**config.mk**
```make
export PLATFORM = sky130hd
export DESIGN_NAME = state_loader
export DESIGN_NICKNAME = d
export VERILOG_FILES = /design/src/rtl/sat_engine_pkg.sv /design/src/rtl/state_loader_ctrl.sv /design/src/rtl/state_loader.sv
export SDC_FILE = /design/constraint.sdc
export NUM_CORES = 1
export LEC_CHECK = 0
export CELL_PAD_IN_SITES_DETAIL_PLACEMENT = 1
export CELL_PAD_IN_SITES_GLOBAL_PLACEMENT = 2
export CORE_AREA = 8 8 226 228
export CTS_BUF_LIST = sky130_fd_sc_hd__clkbuf_8
export DETAILED_ROUTE_END_ITERATION = 16
export DIE_AREA = 0 0 234 236
export DONT_BUFFER_PORTS = 1
export GPL_ROUTABILITY_DRIVEN = 0
export GPL_TIMING_DRIVEN = 0
export PLACE_DENSITY_LB_ADDON = 0.1
export SLEW_MARGIN = 20
export SYNTH_ARGS = -nofsm -noshare
export SYNTH_HDL_FRONTEND = slang
export SYNTH_HIERARCHICAL = 1
export SYNTH_SLANG_ARGS = --single-unit
```
**constraint.sdc**
```tcl
create_clock -name clk -period 14.1 [get_ports clk]
set_clock_uncertainty 0.15 [all_clocks]
set_input_delay 4.23 -clock clk [delete_from_list [all_inputs] [get_ports clk]]
set_output_delay 4.23 -clock clk [all_outputs]
set_load 0.05 [all_outputs]
```
**src/rtl/sat_engine_pkg.sv**
```systemverilog
// Shared types and helpers for the SAT engine datapath.
// Holds the state_loader FSM encoding and state-RAM address composition.
package sat_engine_pkg;

  typedef enum logic [1:0] {
    IDLE      = 2'd0,
    LOAD_RD   = 2'd1,
    LOAD_TAIL = 2'd2,
    UPD_WR    = 2'd3
  } state_t;

  // State-RAM word address is {bin_id, idx}; callers truncate to width.
  function automatic logic [31:0] state_addr(
    input logic [31:0] bin_id,
    input logic [31:0] idx,
    input int unsigned idx_w
  );
    return (bin_id << idx_w) | idx;
  endfunction

endpackage

```
**src/rtl/state_loader_ctrl.sv**
```systemverilog
// state_loader sequencing: FSM, entry index counter and the
// registered strobe pipeline that lines up with 1-cycle RAM reads.
module state_loader_ctrl
  import sat_engine_pkg::*;
#(
  parameter int NUM_VARS  = 8,
  parameter int WIDTH_IDX = 3
) (
  input  logic                 clk,
  input  logic                 rst,
  input  logic                 start_load_i,
  input  logic                 start_update_i,
  output logic                 busy_o,
  output logic                 load_go_o,
  output logic                 upd_go_o,
  output logic                 done_load_o,
  output logic                 done_update_o,
  output logic                 rd_en_o,
  output logic                 wr_en_o,
  output logic [WIDTH_IDX-1:0] idx_o,
  output logic                 strb_vld_o,
  output logic [WIDTH_IDX-1:0] strb_idx_o
);

  localparam logic [WIDTH_IDX-1:0] LAST = WIDTH_IDX'(NUM_VARS - 1);

  state_t               state, state_n;
  logic [WIDTH_IDX-1:0] idx, idx_n;
  logic                 done_l_n, done_u_n;

  // Next-state, index advance and start acceptance.
  always_comb begin
    state_n   = state;
    idx_n     = idx;
    done_l_n  = 1'b0;
    done_u_n  = 1'b0;
    load_go_o = 1'b0;
    upd_go_o  = 1'b0;
    unique case (state)
      IDLE: begin
        if (start_load_i) begin
          load_go_o = 1'b1;
          state_n   = LOAD_RD;
          idx_n     = '0;
        end else if (start_update_i) begin
          upd_go_o = 1'b1;
          state_n  = UPD_WR;
          idx_n    = '0;
        end
      end
      LOAD_RD: begin
        if (idx == LAST) state_n = LOAD_TAIL;
        else idx_n = idx + 1'b1;
      end
      LOAD_TAIL: begin
        state_n  = IDLE;
        done_l_n = 1'b1;
      end
      UPD_WR: begin
        if (idx == LAST) begin
          state_n  = IDLE;
          done_u_n = 1'b1;
        end else begin
          idx_n = idx + 1'b1;
        end
      end
    endcase
  end

  // State, enables, done pulses and the read-to-strobe delay stage.
  always_ff @(posedge clk or posedge rst) begin
    if (rst) begin
      state         <= IDLE;
      idx           <= '0;
      rd_en_o       <= 1'b0;
      wr_en_o       <= 1'b0;
      done_load_o   <= 1'b0;
      done_update_o <= 1'b0;
      strb_vld_o    <= 1'b0;
      strb_idx_o    <= '0;
    end else begin
      state         <= state_n;
      idx           <= idx_n;
      rd_en_o       <= (state_n == LOAD_RD);
      wr_en_o       <= (state_n == UPD_WR);
      done_load_o   <= done_l_n;
      done_update_o <= done_u_n;
      strb_vld_o    <= rd_en_o;
      strb_idx_o    <= idx;
    end
  end

  assign busy_o = (state != IDLE);
  assign idx_o  = idx;

endmodule

```
**src/rtl/state_loader.sv**
```systemverilog
// Moves one bin's var/lvl states between the state RAMs and state_list.
// Optional STATE_LOADER_DIRTY_EN skips write-back of unchanged entries.
module state_loader
  import sat_engine_pkg::*;
#(
  parameter int NUM_VARS         = 8,
  parameter int NUM_LVLS         = 8,
  parameter int WIDTH_VAR_STATES = 19,
  parameter int WIDTH_LVL_STATES = 11,
  parameter int WIDTH_BIN_ID     = 10,
  parameter int WIDTH_IDX        = 3
) (
  input  logic                                 clk,
  input  logic                                 rst,
  input  logic                                 start_load_i,
  input  logic                                 start_update_i,
  input  logic [WIDTH_BIN_ID-1:0]              bin_id_i,
  output logic                                 busy_o,
  output logic                                 done_load_o,
  output logic                                 done_update_o,
  output logic [NUM_VARS-1:0]                  wr_var_states_o,
  output logic [WIDTH_VAR_STATES*NUM_VARS-1:0] var_states_o,
  input  logic [WIDTH_VAR_STATES*NUM_VARS-1:0] var_states_i,
  output logic [NUM_LVLS-1:0]                  wr_lvl_states_o,
  output logic [WIDTH_LVL_STATES*NUM_LVLS-1:0] lvl_states_o,
  input  logic [WIDTH_LVL_STATES*NUM_LVLS-1:0] lvl_states_i,
  output logic                                 vs_rd_en_o,
  output logic                                 ls_rd_en_o,
  output logic                                 vs_wr_en_o,
  output logic                                 ls_wr_en_o,
  output logic [WIDTH_BIN_ID+WIDTH_IDX-1:0]    vs_addr_o,
  output logic [WIDTH_BIN_ID+WIDTH_IDX-1:0]    ls_addr_o,
  input  logic [WIDTH_VAR_STATES-1:0]          vs_rdata_i,
  input  logic [WIDTH_LVL_STATES-1:0]          ls_rdata_i,
  output logic [WIDTH_VAR_STATES-1:0]          vs_wdata_o,
  output logic [WIDTH_LVL_STATES-1:0]          ls_wdata_o
);

  localparam int WA = WIDTH_BIN_ID + WIDTH_IDX;

  if (NUM_VARS != NUM_LVLS) begin : g_bad_cfg
    $error("state_loader: NUM_VARS must equal NUM_LVLS");
  end

  logic                        load_go, upd_go, rd_en, wr_en, strb_vld;
  logic [WIDTH_IDX-1:0]        idx, strb_idx;
  logic [WIDTH_BIN_ID-1:0]     bin_id_r;
  logic [WIDTH_VAR_STATES-1:0] snap_v [NUM_VARS];
  logic [WIDTH_LVL_STATES-1:0] snap_l [NUM_LVLS];

  state_loader_ctrl #(
    .NUM_VARS  (NUM_VARS),
    .WIDTH_IDX (WIDTH_IDX)
  ) u_ctrl (
    .clk            (clk),
    .rst            (rst),
    .start_load_i   (start_load_i),
    .start_update_i (start_update_i),
    .busy_o         (busy_o),
    .load_go_o      (load_go),
    .upd_go_o       (upd_go),
    .done_load_o    (done_load_o),
    .done_update_o  (done_update_o),
    .rd_en_o        (rd_en),
    .wr_en_o        (wr_en),
    .idx_o          (idx),
    .strb_vld_o     (strb_vld),
    .strb_idx_o     (strb_idx)
  );

  // Latch the bin on any accepted start; snapshot state_list on update.
  always_ff @(posedge clk or posedge rst) begin
    if (rst) begin
      bin_id_r <= '0;
      for (int k = 0; k < NUM_VARS; k++) snap_v[k] <= '0;
      for (int k = 0; k < NUM_LVLS; k++) snap_l[k] <= '0;
    end else begin
      if (load_go || upd_go) bin_id_r <= bin_id_i;
      if (upd_go) begin
        for (int k = 0; k < NUM_VARS; k++)
          snap_v[k] <= var_states_i[k*WIDTH_VAR_STATES +: WIDTH_VAR_STATES];
        for (int k = 0; k < NUM_LVLS; k++)
          snap_l[k] <= lvl_states_i[k*WIDTH_LVL_STATES +: WIDTH_LVL_STATES];
      end
    end
  end

  assign vs_addr_o  = WA'(state_addr(32'(bin_id_r), 32'(idx), WIDTH_IDX));
  assign ls_addr_o  = vs_addr_o;
  assign vs_rd_en_o = rd_en;
  assign ls_rd_en_o = rd_en;
  assign vs_wdata_o = snap_v[idx];
  assign ls_wdata_o = snap_l[idx];

`ifdef STATE_LOADER_DIRTY_EN
  logic [WIDTH_VAR_STATES-1:0] shd_v [NUM_VARS];
  logic [WIDTH_LVL_STATES-1:0] shd_l [NUM_LVLS];

  // Shadow copy of what was last loaded, used to skip clean entries.
  always_ff @(posedge clk or posedge rst) begin
    if (rst) begin
      for (int k = 0; k < NUM_VARS; k++) shd_v[k] <= '0;
      for (int k = 0; k < NUM_LVLS; k++) shd_l[k] <= '0;
    end else if (strb_vld) begin
      shd_v[strb_idx] <= vs_rdata_i;
      shd_l[strb_idx] <= ls_rdata_i;
    end
  end

  assign vs_wr_en_o = wr_en && (snap_v[idx] != shd_v[idx]);
  assign ls_wr_en_o = wr_en && (snap_l[idx] != shd_l[idx]);
`else
  assign vs_wr_en_o = wr_en;
  assign ls_wr_en_o = wr_en;
`endif

  // One-hot strobe and replicated RAM data, live only when data arrives.
  always_comb begin
    wr_var_states_o = '0;
    wr_lvl_states_o = '0;
    var_states_o    = '0;
    lvl_states_o    = '0;
    if (strb_vld) begin
      wr_var_states_o[strb_idx] = 1'b1;
      wr_lvl_states_o[strb_idx] = 1'b1;
      var_states_o = {NUM_VARS{vs_rdata_i}};
      lvl_states_o = {NUM_LVLS{ls_rdata_i}};
    end
  end

endmodule

```
==> impl_metrics.toml, run 1 <==
[setup_path]
r2r_start = "u_ctrl/state[0]"
reg2reg_setup_slack_ns = 11.24
reg2reg_to = "snap_v[127]"
cp_top_family = "simple AND/OR/NAND/NOR gates"
end_kind = "primary output"
critical_path_class = "primary input to primary output"
critPathRequiredTime_ns = 9.72
cpPeakStageDelay_ns = 0.74
path_cells = "and2_1 -> buf_4"
worstPathArrival_ns = 5.32
startpoint = "vs_rdata_i[6]"
cp.depth = 2
worstSetupStartpointType = "primary input"
crit_path_max_fanout = 8
cp_num_buf_inv = 1
worstSetupEndpoint = "var_states_o[44]"
r2r_cells = 6
crit_slowest_cell = "and2_1"

[detailed_routing]
drt-initial-drc-count = 245
route.detailed.drc = 0
vias_per_cell = 4.67
antenna_left = 0
vias = 7917
wirelength_um = 49400
dr.pass1.iters = 5
wl_per_cell_um = 29.1

[clocking]
numCtsBuffers = 51
tritoncts = "built"
cts.hold.buffers_added = 0
cts_sinks = 263
clk_latency_ns = 0.59
cts_setup_buffers = 0
cts.root.buffer_cell = "clkbuf_8"
ctsHtreeMaxLevel = 2
cts.clk_slew.worst_paths_ns = 0.06
cts_resized = 0
clockBufferDepth = 3

[logic_synthesis]
syn_area_um2 = 13800
syn_inst = 958
ys_seq_area_share_pct = 47.7
synth.net_count = 1245
synth.distinct_cells = 28
synth_top_area_share_pct = 47.7
yosys.area.top_type = "dfrtp_1"
synthTopCellsByArea = "dfrtp_1 48%, mux2_2 23%, buf_4 13%"
yosysWarnings = 6
syn_avg_cell_area_um2 = 14.4
ys_ff_latch = 263

[timing]
setup_violations = 0
worstMarginPinSlew_ns = 1.02
post-route-min-period_ns = 9.70
timing.final.ws_setup_ns = 4.40
rsz0062_at_grt = "no"
hold_violations = 0
timing.final.crit_share_pct = 68.8
slew_headroom_pct = 32.0
setup-tns-final_ns = 0
hold_ws_ns = 0.346
max_freq_mhz = 103
drv_slew = 0

[job]
drv_cap = 0

[pwr]
irDropWorstVdd_v = 0.000140
power_frac_clock_pct = 15.4
p_leak_nw = 7.20
pwr-share-seq_pct = 28.7
combPwrFrac_pct = 56.0
power_density_nw_per_um2 = 314
p_sw_mw = 2.45
p_int_mw = 2.48
netSwitchingFraction_pct = 49.7
p_total_mw = 4.94

[cells_and_area]
fillers = 5005
mostFrequentLayoutCells = "281 x mux2_2, 263 x dfrtp_1, 235 x buf_4"
fin_cells = 1694
final_common_cell = "mux2_2"
area_growth_pct = 14.2
multi_input_area_um2 = 5190
finalInstanceArea_um2 = 15700
ff_latch_area_um2 = 6580
final_nets = 1305
layout-drive-gt1-share_pct = 59.3
utilization_pct = 33.3

[placement]
post-place-ws_ns = 4.42
portBuffers = 0
dp.cells = 1580
dp.final_hpwl_um = 38600
place_area_um2 = 14700

[global_route]
track_usage_pct = 17.3
grt_pass1_vias = 8618
grt_max_degree = 82
grt_pass1_wl_um = 68100
antenna_found_initial = 48
overflow = 0

[die]
dieArea_um2 = 55200
initial_utilization_pct = 29.1
die_w_um = 234
core-area_um2 = 47300
num_io_pins = 603
row_count = 80
die-height_um = 236

[min_path]
hold_path.class = "flop to flop"

[run_status]
status = "finished clean"
==> Yosys cell counts <==
cell type and n:
nand2_1 5, nor3_1 3, or2_1 1, ha_1 3, and3_2 1, and2_1 30, a21oi_2 1, mux2_2 281
buf_2 21, buf_4 233, buf_6 8, dfrtp_1 263, nor2b_1 1, nor2_2 2, nor2_1 8, o22ai_1 1
inv_1 3, and2_4 1, a21oi_1 2, nand2b_1 4, clkbuf_1 19, nor2b_4 1, or3_1 1, a22o_1 2
xnor2_1 1, and2b_2 1, mux4_1 60, or3b_1 1
==> logic make-up after synthesis <==
kind of cell	share of synthesized area (%)
XOR/XNOR	0.0635
buffers and inverters	14.7
AO/OA/AOI/OAI	0.308
flip-flops	47.7
adder cells (fa/ha/maj)	0.272
AND/OR/NAND/NOR	2.58
multiplexers	34.4
==> power by group through the flow <==
stage               Combinational [mW]  Clock [mW]  Sequential (mW)
floorplan                         2.43           0             1.34
CTS                               2.82       0.802             1.43
finish                            2.76       0.759             1.42
global placement                  2.80           0             1.43
detailed placement                2.82           0             1.44
global route                      2.89       0.834             1.47
==> metal layers <==
| layer | vias up | part of all wire [%] | global-route usage, % |
|---|---|---|---|
| li1 | 3360 | - | - |
| met1 | 4063 | 38 | 19.6 |
| met2 | 364 | 49 | 28.8 |
| met3 | 96 | 11 | 8.32 |
| met4 | 34 | 1.7 | 4.22 |
| met5 | - | 0.44 | 0 |
==> area by class of cell <==
cell class              count  area share [%]
diodes                     24           0.381
plain buffers             281            12.8
clock buffers              63            5.51
clock inverters            27           0.858
inverters                   3           0.119
multi-input cells         411            33.0
flip-flops and latches    263            41.8
well taps                 615            4.89
repair buffers              7           0.667
==> worst min path at each step <==
stage / from / endpoint / slack, ns / depth (start not counted)
6_report: snap_v[84] / snap_v[84] / 0.35 / 1
5_1_grt: snap_l[47] / snap_l[47] / 0.36 / 1
4_1_cts: snap_v[116] / snap_v[116] / 0.35 / 1
3_5_place_dp: snap_v[116] / snap_v[116] / 0.34 / 1
3_3_place_gp: snap_v[126] / snap_v[126] / 0.33 / 1
2_1_floorplan: snap_l[44] / snap_l[44] / 0.32 / 1
==> state kept, by name, summed over array words and instances (netlist names) <==
name,flops
bin_id_r,10
snap_l,88
u_ctrl/done_load_o,1
u_ctrl/strb_vld_o,1
u_ctrl/state,2
u_ctrl/idx_o,3
u_ctrl/rd_en_o,1
u_ctrl/done_update_o,1
u_ctrl/wr_en_o,1
u_ctrl/strb_idx_o,3
snap_v,152
Note: power is estimated with default switching activity, not from simulation.
==> inputs of run 2 (changes only) <==
Settings changed: CORE_AREA 8 8 226 228 to 8 8 230 232, DIE_AREA 0 0 234 236 to 0 0 238 240.
Clock period 14.1 ns to 8 ns, I/O delays scaled along.
==> run 2 against run 1 <==
Power increased by 79%. Largest cell class unchanged. Clock power increased by 79%. Worst hold slack about the same. Non-clock buffer count rose by 6. Setup slack worse by 2.4 ns. Global-route usage is 0.29 points higher. Sequential share of layout area fell by 0.52 points. Utilization fell by 1.0 points.
==> impl_metrics.toml, run 2 (synthesis results as in run 1) <==
[clocking]
cts_sinks = 263
clockBufferDepth = 3
ctsHtreeMaxLevel = 2
cts_resized = 0
cts.root.buffer_cell = "clkbuf_8"
tritoncts = "built"
cts.clk_slew.worst_paths_ns = 0.05
numCtsBuffers = 50
cts.hold.buffers_added = 0
cts_setup_buffers = 0
clk_latency_ns = 0.60

[detailed_routing]
wl_met1_um = 17600
route.detailed.drc = 0
route.met2.wl_um = 27700
dr.max_layer_used = "met5"
dr.pass1.iters = 4
vias = 8045
vias_per_cell = 4.60
antenna_left = 0
wl_per_cell_um = 30.0
drt-initial-drc-count = 221
wirelength_um = 52500
wl_met3_um = 5560

[cells_and_area]
final_nets = 1310
layout-drive-gt1-share_pct = 60.2
largest_register_ffs = 152
reg_top3 = "snap_v: 152 flops, snap_l: 88 flops, bin_id_r: 10 flops"
fillers = 5233
finalInstanceArea_um2 = 15900
ff_latch_area_um2 = 6580
fin_cells = 1748
mostFrequentLayoutCells = "281 x mux2_2, 262 x dfrtp_1, 233 x buf_4"
final_common_cell = "mux2_2"
multi_input_area_um2 = 5190
largest-register = "snap_v"
area_growth_pct = 15.6

[global_route]
overflow = 0
antenna_found_initial = 50
track_usage_pct = 17.5
grt_pass1_vias = 8573
grt_pass1_wl_um = 70900
grt_max_degree = 32

[job]
drv_cap = 0

[run_status]
status = "finished clean"

[timing]
worstMarginPinSlew_ns = 1.12
setup-tns-final_ns = 0
drv_slew = 0
setup_violations = 0
post-route-min-period_ns = 6.04
max_freq_mhz = 166
timing.final.ws_setup_ns = 1.96
rsz0062_at_grt = "no"
timing.final.crit_share_pct = 75.5
slew_headroom_pct = 25.0
hold_violations = 0

[setup_path]
worstPathArrival_ns = 3.49
critPathRequiredTime_ns = 5.45
r2r_cells = 6
end_kind = "primary output"
r2r_start = "u_ctrl/state[0]"
critical_path_class = "flop to primary output"
worstSetupStartpointType = "flop"
startpoint = "u_ctrl/idx_o[2]"
worstSetupEndpoint = "vs_wdata_o[15]"
reg2reg_setup_slack_ns = 5.16
reg2reg_to = "snap_v[146]"
crit_path_max_fanout = 10

[placement]
dp.final_hpwl_um = 42200
dp.cells = 1643
place_area_um2 = 14900
portBuffers = 0
post-place-ws_ns = 1.99

[die]
dieArea_um2 = 57100
row_count = 82
die_w_um = 238
num_io_pins = 603
die-height_um = 240
core-area_um2 = 49500
initial_utilization_pct = 27.9

[min_path]
hp-start = "snap_l[51]"
hold_path.class = "flop to flop"

[pwr]
p_leak_nw = 7.25
p_total_mw = 8.83
irDropWorstVdd_v = 0.000215
power_density_nw_per_um2 = 554
[run 2: changes by cell type in the layout (fill, tap and decap cells not counted), sizes merged]
cell / change
inv: -6
clkinv: +1
diode: -10
buf: +6
bufinv: -1
clkbuf: +7
[run 2: per-stage QoR]
stage          hold WS, ns  utilization, %
2_1_floorplan        0.322               -
3_3_place_gp         0.332            29.6
3_5_place_dp         0.337            30.1
4_1_cts              0.351            32.2
5_1_grt              0.362            32.2
6_report             0.345            32.3
[run 2: worst min path at each step]
stage | endpoint | slack [ns] | cells after the start
finish | snap_l[51] | 0.35 | 1
global placement | snap_v[54] | 0.33 | 1
floorplan | snap_l[44] | 0.32 | 1
detailed placement | snap_v[82] | 0.34 | 1
CTS | snap_v[82] | 0.35 | 1
global route | snap_v[103] | 0.36 | 1
[run 2: final cells by class]
type | instances | share of cell area (%)
Sequential cell | 263 | 41.3
Multi-Input combinational cell | 411 | 32.6
Buffer | 281 | 12.6
Clock buffer | 70 | 6.04
Tap cell | 672 | 5.27
Timing Repair Buffer | 13 | 1.37
Clock inverter | 21 | 0.526
Antenna cell | 14 | 0.220
Inverter | 3 | 0.0941
[run 2: critical path, cell delays in order (launching register included)]
cell and delay [ns]:
dfrtp_1 0.80, clkbuf_1 0.53, clkbuf_1 0.62, mux4_1 0.49
mux2_2 0.44
[run 2: per-layer routing]
layer | GRT usage (%) | vias up
li1 | - | 3359
met1 | 17.4 | 4134
met2 | 32.0 | 376
met3 | 8.34 | 122
met4 | 5.75 | 54
met5 | 0 | -
[run 2: power by group]
part           internal (mW)  total (mW)  switching [mW]
registers               1.99        2.53           0.543
logic                   1.66        4.94            3.28
clock network          0.770        1.36           0.594
total                   4.42        8.83            4.41
==> RTL change 1 (flow settings as in run 2) <==
Build with the macro `STATE_LOADER_DIRTY_EN` defined.
--- a/src/rtl/state_loader.sv
+++ b/src/rtl/state_loader.sv
@@ -1,5 +1,7 @@
 // Moves one bin's var/lvl states between the state RAMs and state_list.
 // Optional STATE_LOADER_DIRTY_EN skips write-back of unchanged entries.
+`define STATE_LOADER_DIRTY_EN
+
 module state_loader
   import sat_engine_pkg::*;
 #(
Function: changed (a bounded check fails within 4 cycles, from zero or initial values and one cycle with rst high).
==> RTL change 1 against run 2 <==
Clock power up 78%; routed wire length up 51%; cell count up 60%; core utilization up 24 points; worst setup slack worse by 1700 ps; synthesized area up 80%; critical path depth up 5; total power up 70%; worst hold slack worse by 24 ps; sequential cell count up 240; cell area up 75%; maximum frequency down 22%.
==> RTL change 1: results (changes against run 2) <==
- Status: completed (unchanged)
- GRT Util Overall: 0.2720 (was 0.1755)
- Num CTS Buffers: 88 (was 50)
- Internal: 8218 µW (was 4420 µW)
- Vias in the first global route: 17.25k (was 8573)
- Mapped Cells: 1928 (was 958)
- Cell count after placement: 2626 (was 1643)
- Synth cell types: 41 (was 28)
- Worst r2r dst: snap_v[7] (was snap_v[146])
- Switching share of power: 0.4528 (was 0.4996)
- Dpl ws: 815.1 ps (was 1992 ps)
- Slew at the pin closest to its max-slew limit: 1149 ps (was 1122 ps)
- Final wirelength: 79.18 mm (was 52.50 mm)
- Xor/xnor cell area share of the yosys netlist: 0.01095 (was 0.0006350)
- Dominant cells by area after synthesis: dfrtp_1 (51%), mux2_2 (18%), mux4_2 (8.7%) (was dfrtp_1 (48%), mux2_2 (23%), buf_4 (13%))
- Worst r2r path cells: 6 (unchanged)
- Syn Nets: 2215 (was 1245)
- # H-tree levels: 3 (was 2)
- P_comb: 7910 µW (was 4940 µW)
- Worst min path class: flop to flop (unchanged)
- Top Registers: shd_v x152, snap_v x152 (was snap_v x152, snap_l x88, bin_id_r x10)
- Skew-Pair Late Insertion Delay: 680 ps (was 600 ps)
- Post-synthesis compound-gate area fraction: 0.006709 (was 0.003084)
- Share of layout cells above drive strength 1: 0.4425 (was 0.6017)
- Sequential share of the synthesized area: 0.5075 (was 0.4771)
- Post-Synth Adder-Cell Area: 0.001513 (was 0.002721)
- FF-to-FF setup slack: 4660 ps (was 5160 ps)
- Initial antenna violation count: 29 (was 50)
- First-pass GRT wire length: 114.5 mm (was 70.87 mm)
- Clock Path Buffers: 3 (unchanged)
- Nets: 2331 (was 1310)
- Commonest cells in the netlist: dfrtp_1 (503), mux2_2 (392), nand2_1 (365), buf_4 (243), clkbuf_1 (98) (was mux2_2 (281), dfrtp_1 (263), buf_4 (233), mux4_1 (60), and2_1 (30))
- Max incr delay on CP: 1000 ps (was 800 ps)
- Final HPWL DP: 58.36 mm (was 42.19 mm)
- Worst Slack Setup Final: 251.3 ps (was 1959 ps)
- CP endpoint: ls_wr_en_o (was vs_wdata_o[15])
- CP arrival: 5200 ps (was 3490 ps)
- LEAKAGE: 0.01281 µW (was 0.007253 µW)
- DR vias: 15.61k (was 8045)
- Peak VDD IR: 0.3061 mV (was 0.2148 mV)
- Largest net degree at the start of global routing: 35 (was 32)
- Fill cells: 4992 (was 5233)
- Synth warnings: 6 (unchanged)
- Final cell count without fillers: 2792 (was 1748)
- Initial drt markers: 784 (was 221)
[RTL change 1: cell count changes in the layout (fill, tap and decap cells not counted), sizes merged, moves of 46 or more]
cell and delta:
clkbuf +122, dfrtp +240, mux2 +111, mux2i +66, mux4 +46, nand2 +360
[RTL change 1: worst min-delay path by stage]
stage,start,cells after the start,slack [ps],endpoint
2_1_floorplan,shd_v[80],2,290,shd_v[80]
3_3_place_gp,shd_l[21],2,300,shd_l[21]
3_5_place_dp,shd_v[7],2,310,shd_v[7]
5_1_grt,shd_l[24],2,340,shd_l[24]
4_1_cts,shd_v[28],2,330,shd_v[28]
6_report,shd_l[52],2,320,shd_l[52]
[RTL change 1: logic make-up (layout without fill, tap and decap cells)]
kind of cell | Yosys count | count (layout)
other | 0 | 14
multiplexers | 564 | 564
AO/OA/AOI/OAI | 18 | 18
buffers and inverters | 377 | 555
adder cells (fa/ha/maj) | 3 | 3
AND/OR/NAND/NOR | 432 | 432
XOR/XNOR | 31 | 31
flip-flops | 503 | 503
[RTL change 1: layout make-up]
type                    count  area [µm²]  area share
clock inverters            39       261.5    0.009347
plain buffers             365        2414     0.08627
repair buffers             26       449.2     0.01606
inverters                  12       48.80    0.001744
clock buffers             113        1555     0.05559
flip-flops and latches    503       12590      0.4499
multi-input cells        1048        9786      0.3498
well taps                 672       840.8     0.03005
diodes                     14       35.03    0.001252
[RTL change 1: layer usage]
metal,track usage,vias to the layer above,part of all wire
li1,-,6640,-
met1,0.3157,8263,0.38
met2,0.4712,495,0.51
met3,0.09202,173,0.073
met4,0.09006,34,0.030
met5,0,-,0.0028
[RTL change 1: per-stage QoR]
stage	area, µm²	setup TNS [ps]
floorplan	24810	-585360
global placement	25650	-1859240
detailed placement	26130	0
CTS	27940	0
global route	27960	0
finish	27980	0
==> RTL change 2 (flow settings as in run 2) <==
Without the edit above. Register the outputs `vs_rd_en_o`, `ls_rd_en_o`, `vs_wr_en_o`, `ls_wr_en_o`, `ls_addr_o`, `vs_wdata_o` and `ls_wdata_o`, without a reset; this adds one clock of latency there. The other outputs are not delayed to match.
--- a/src/rtl/state_loader.sv
+++ b/src/rtl/state_loader.sv
@@ -86,11 +86,15 @@
   end
 
   assign vs_addr_o  = WA'(state_addr(32'(bin_id_r), 32'(idx), WIDTH_IDX));
-  assign ls_addr_o  = vs_addr_o;
-  assign vs_rd_en_o = rd_en;
-  assign ls_rd_en_o = rd_en;
-  assign vs_wdata_o = snap_v[idx];
-  assign ls_wdata_o = snap_l[idx];
+  always_ff @(posedge clk) begin
+    vs_rd_en_o <= rd_en;
+    ls_rd_en_o <= rd_en;
+    vs_wr_en_o <= wr_en;
+    ls_wr_en_o <= wr_en;
+    ls_addr_o  <= vs_addr_o;
+    vs_wdata_o <= snap_v[idx];
+    ls_wdata_o <= snap_l[idx];
+  end
 
 `ifdef STATE_LOADER_DIRTY_EN
   logic [WIDTH_VAR_STATES-1:0] shd_v [NUM_VARS];
@@ -110,8 +114,6 @@
   assign vs_wr_en_o = wr_en && (snap_v[idx] != shd_v[idx]);
   assign ls_wr_en_o = wr_en && (snap_l[idx] != shd_l[idx]);
 `else
-  assign vs_wr_en_o = wr_en;
-  assign ls_wr_en_o = wr_en;
 `endif
 
   // One-hot strobe and replicated RAM data, live only when data arrives.
Function: changed (Yosys sat finds a counterexample within 4 cycles, from zero or initial values and one cycle with rst high).
==> RTL change 2 against run 2 <==
Worst setup slack improved by 36 ps; total power is 0.42% higher; routed wire length up 0.57%; largest cell class unchanged; sequential cell count is 45 higher; highest routed layer unchanged; cell area up 5.7%; synthesized cell count increased by 3.3%; synthesized area increased by 5.5%.
==> RTL change 2: results (changes against run 2) <==
- Status: completed (unchanged)
- Synth cell types: 30 (was 28)
- Delay-heaviest family, CP: simple AND/OR/NAND/NOR gates (was buffers and inverters)
- Crit-path slowest cell: and2_1 (was dfrtp_1)
- Post CTS Setup Buffer Count: 0 (unchanged)
- Met1 Track Usage GR: 0.1928 (was 0.1744)
- GRT Util Overall: 0.1776 (was 0.1755)
- GRT met3 Usage: 0.08251 (was 0.08343)
- Worst Min Path Start: u_ctrl/wr_en_o (was snap_l[51])
- Nets: 1351 (was 1310)
- Cell count after placement: 1675 (was 1643)
- Synth warnings: 6 (unchanged)
- Max incr delay on CP: 700 ps (was 800 ps)
- Detail-routed via count per cell: 4.557 (was 4.602)
- Final wirelength: 52.80 mm (was 52.50 mm)
- Syn Nets: 1277 (was 1245)
- Max cap viols: 0 (unchanged)
- Worst min path class: flop to flop (unchanged)
- Num CTS Buffers: 59 (was 50)
- Initial antenna violation count: 36 (was 50)
- Congestion Overflow GR: 0 (unchanged)
- Vias in the first global route: 9003 (was 8573)
- Largest net degree at the start of global routing: 31 (was 32)
- LEAKAGE: 0.007640 µW (was 0.007253 µW)
- M2 GR Usage: 0.3129 (was 0.3200)
- Sequential share of the synthesized area: 0.5141 (was 0.4771)
- Dominant cells by area after synthesis: dfrtp_1 (45%), mux2_2 (22%), buf_4 (11%) (was dfrtp_1 (48%), mux2_2 (23%), buf_4 (13%))
- Switching share of power: 0.4549 (was 0.4996)
- Commonest cells in the netlist: mux2_2 (281), dfrtp_1 (263), buf_4 (222), dfxtp_1 (45), mux4_1 (45) (was mux2_2 (281), dfrtp_1 (263), buf_4 (233), mux4_1 (60), and2_1 (30))
- Mapped Cells: 990 (was 958)
- DP Area: 15610 µm² (was 14870 µm²)
- Most used DFF post-synth: dfrtp_1 (unchanged)
- DR vias: 8221 (was 8045)
- Root Buffer: clkbuf_8 (unchanged)
- Reg-to-reg critical path startpoint: u_ctrl/idx_o[2] (was u_ctrl/state[0])
- Hold Path Stages: 0 (was 1)
- CTS clk-pin slew, worst paths: 50 ps (about the same)
- CP Max Fanout: 8 (was 10)
- FF-to-FF setup slack: 5230 ps (was 5160 ps)
- Clock Path Buffers: 3 (unchanged)
- # H-tree levels: 2 (unchanged)
- Worst r2r path cells: 5 (was 6)
- Top Registers: snap_v x152, snap_l x88, vs_wdata_o x19 (was snap_v x152, snap_l x88, bin_id_r x10)
- Post-CTS sizing: 0 (unchanged)
- Initial drt markers: 291 (was 221)
- Skew-Pair Late Insertion Delay: 620 ps (was 600 ps)
- CP arrival: 3450 ps (was 3490 ps)
- Final HPWL DP: 41.57 mm (was 42.19 mm)
- DRT Pass-1 Iters: 4 (unchanged)
- Max_slew headroom: 0.3486 (was 0.2495)
- First-pass GRT wire length: 72.57 mm (was 70.87 mm)
- Worst Hold End: ls_wr_en_o (was snap_l[51])
- Share of layout cells above drive strength 1: 0.5867 (was 0.6017)
- Worst r2r dst: ls_wdata_o[3] (was snap_v[146])
- Asr flop ratio synth: 0.8539 (was 1.000)
- Peak VDD IR: 0.1804 mV (was 0.2148 mV)
- IO Port Bufs: 0 (unchanged)
RTL change 2: metrics by stage:
stage,hold slack (ps),setup WS (ps),total power [µW]
final,191.4,1995,8870
after global placement,180.8,185.5,7352
after floorplan,174.2,2162,6569
after CTS,196.6,1970,9049
after detailed placement,180.6,1970,7406
after global routing,202.2,1964,9354
RTL change 2: power by group through the flow:
stage,Clock (µW),Combinational [µW],Sequential [µW]
6_report,1580,3930,3360
5_1_grt,1710,4170,3470
4_1_cts,1650,4000,3390
3_5_place_dp,0,3990,3410
3_3_place_gp,0,3950,3410
2_1_floorplan,0,3410,3160
RTL change 2: kinds of logic (layout without fill, tap and decap cells):
family          count (synthesis)  in the layout  synth area share
mux                           341            341            0.3219
simple gates                   60             60           0.02442
buf+inv                       271            394            0.1335
fa+ha+maj                       3              3          0.002579
flops                         308            308            0.5141
other cells                     0             19                 0
xor+xnor                        1              1         0.0006019
compound gates                  6              6          0.002924
RTL change 2: layer usage:
layer | part of all wire | vias up
met5 | 0.0036 | -
met4 | 0.019 | 28
met3 | 0.10 | 94
met2 | 0.51 | 338
met1 | 0.37 | 4284
li1 | - | 3477
RTL change 2: worst max-delay path by stage:
stage | cells after the start | start | slack, ps | end
after floorplan | 1 | rst | 2160 | bin_id_r[0]
after global placement | 1 | rst | 190 | snap_v[137]
after detailed placement | 2 | vs_rdata_i[16] | 1970 | var_states_o[35]
after CTS | 2 | vs_rdata_i[16] | 1970 | var_states_o[35]
after global routing | 2 | vs_rdata_i[16] | 1960 | var_states_o[111]
final | 2 | vs_rdata_i[9] | 2000 | var_states_o[123]
RTL change 2: layout make-up:
type | instances | area [µm²]
flip-flops and latches | 308 | 7483
multi-input cells | 411 | 5139
clock inverters | 37 | 198.9
diodes | 19 | 47.55
well taps | 672 | 840.8
repair buffers | 13 | 202.7
fillers | 5206 | 32590
inverters | 3 | 15.01
clock buffers | 73 | 1005
plain buffers | 268 | 1932
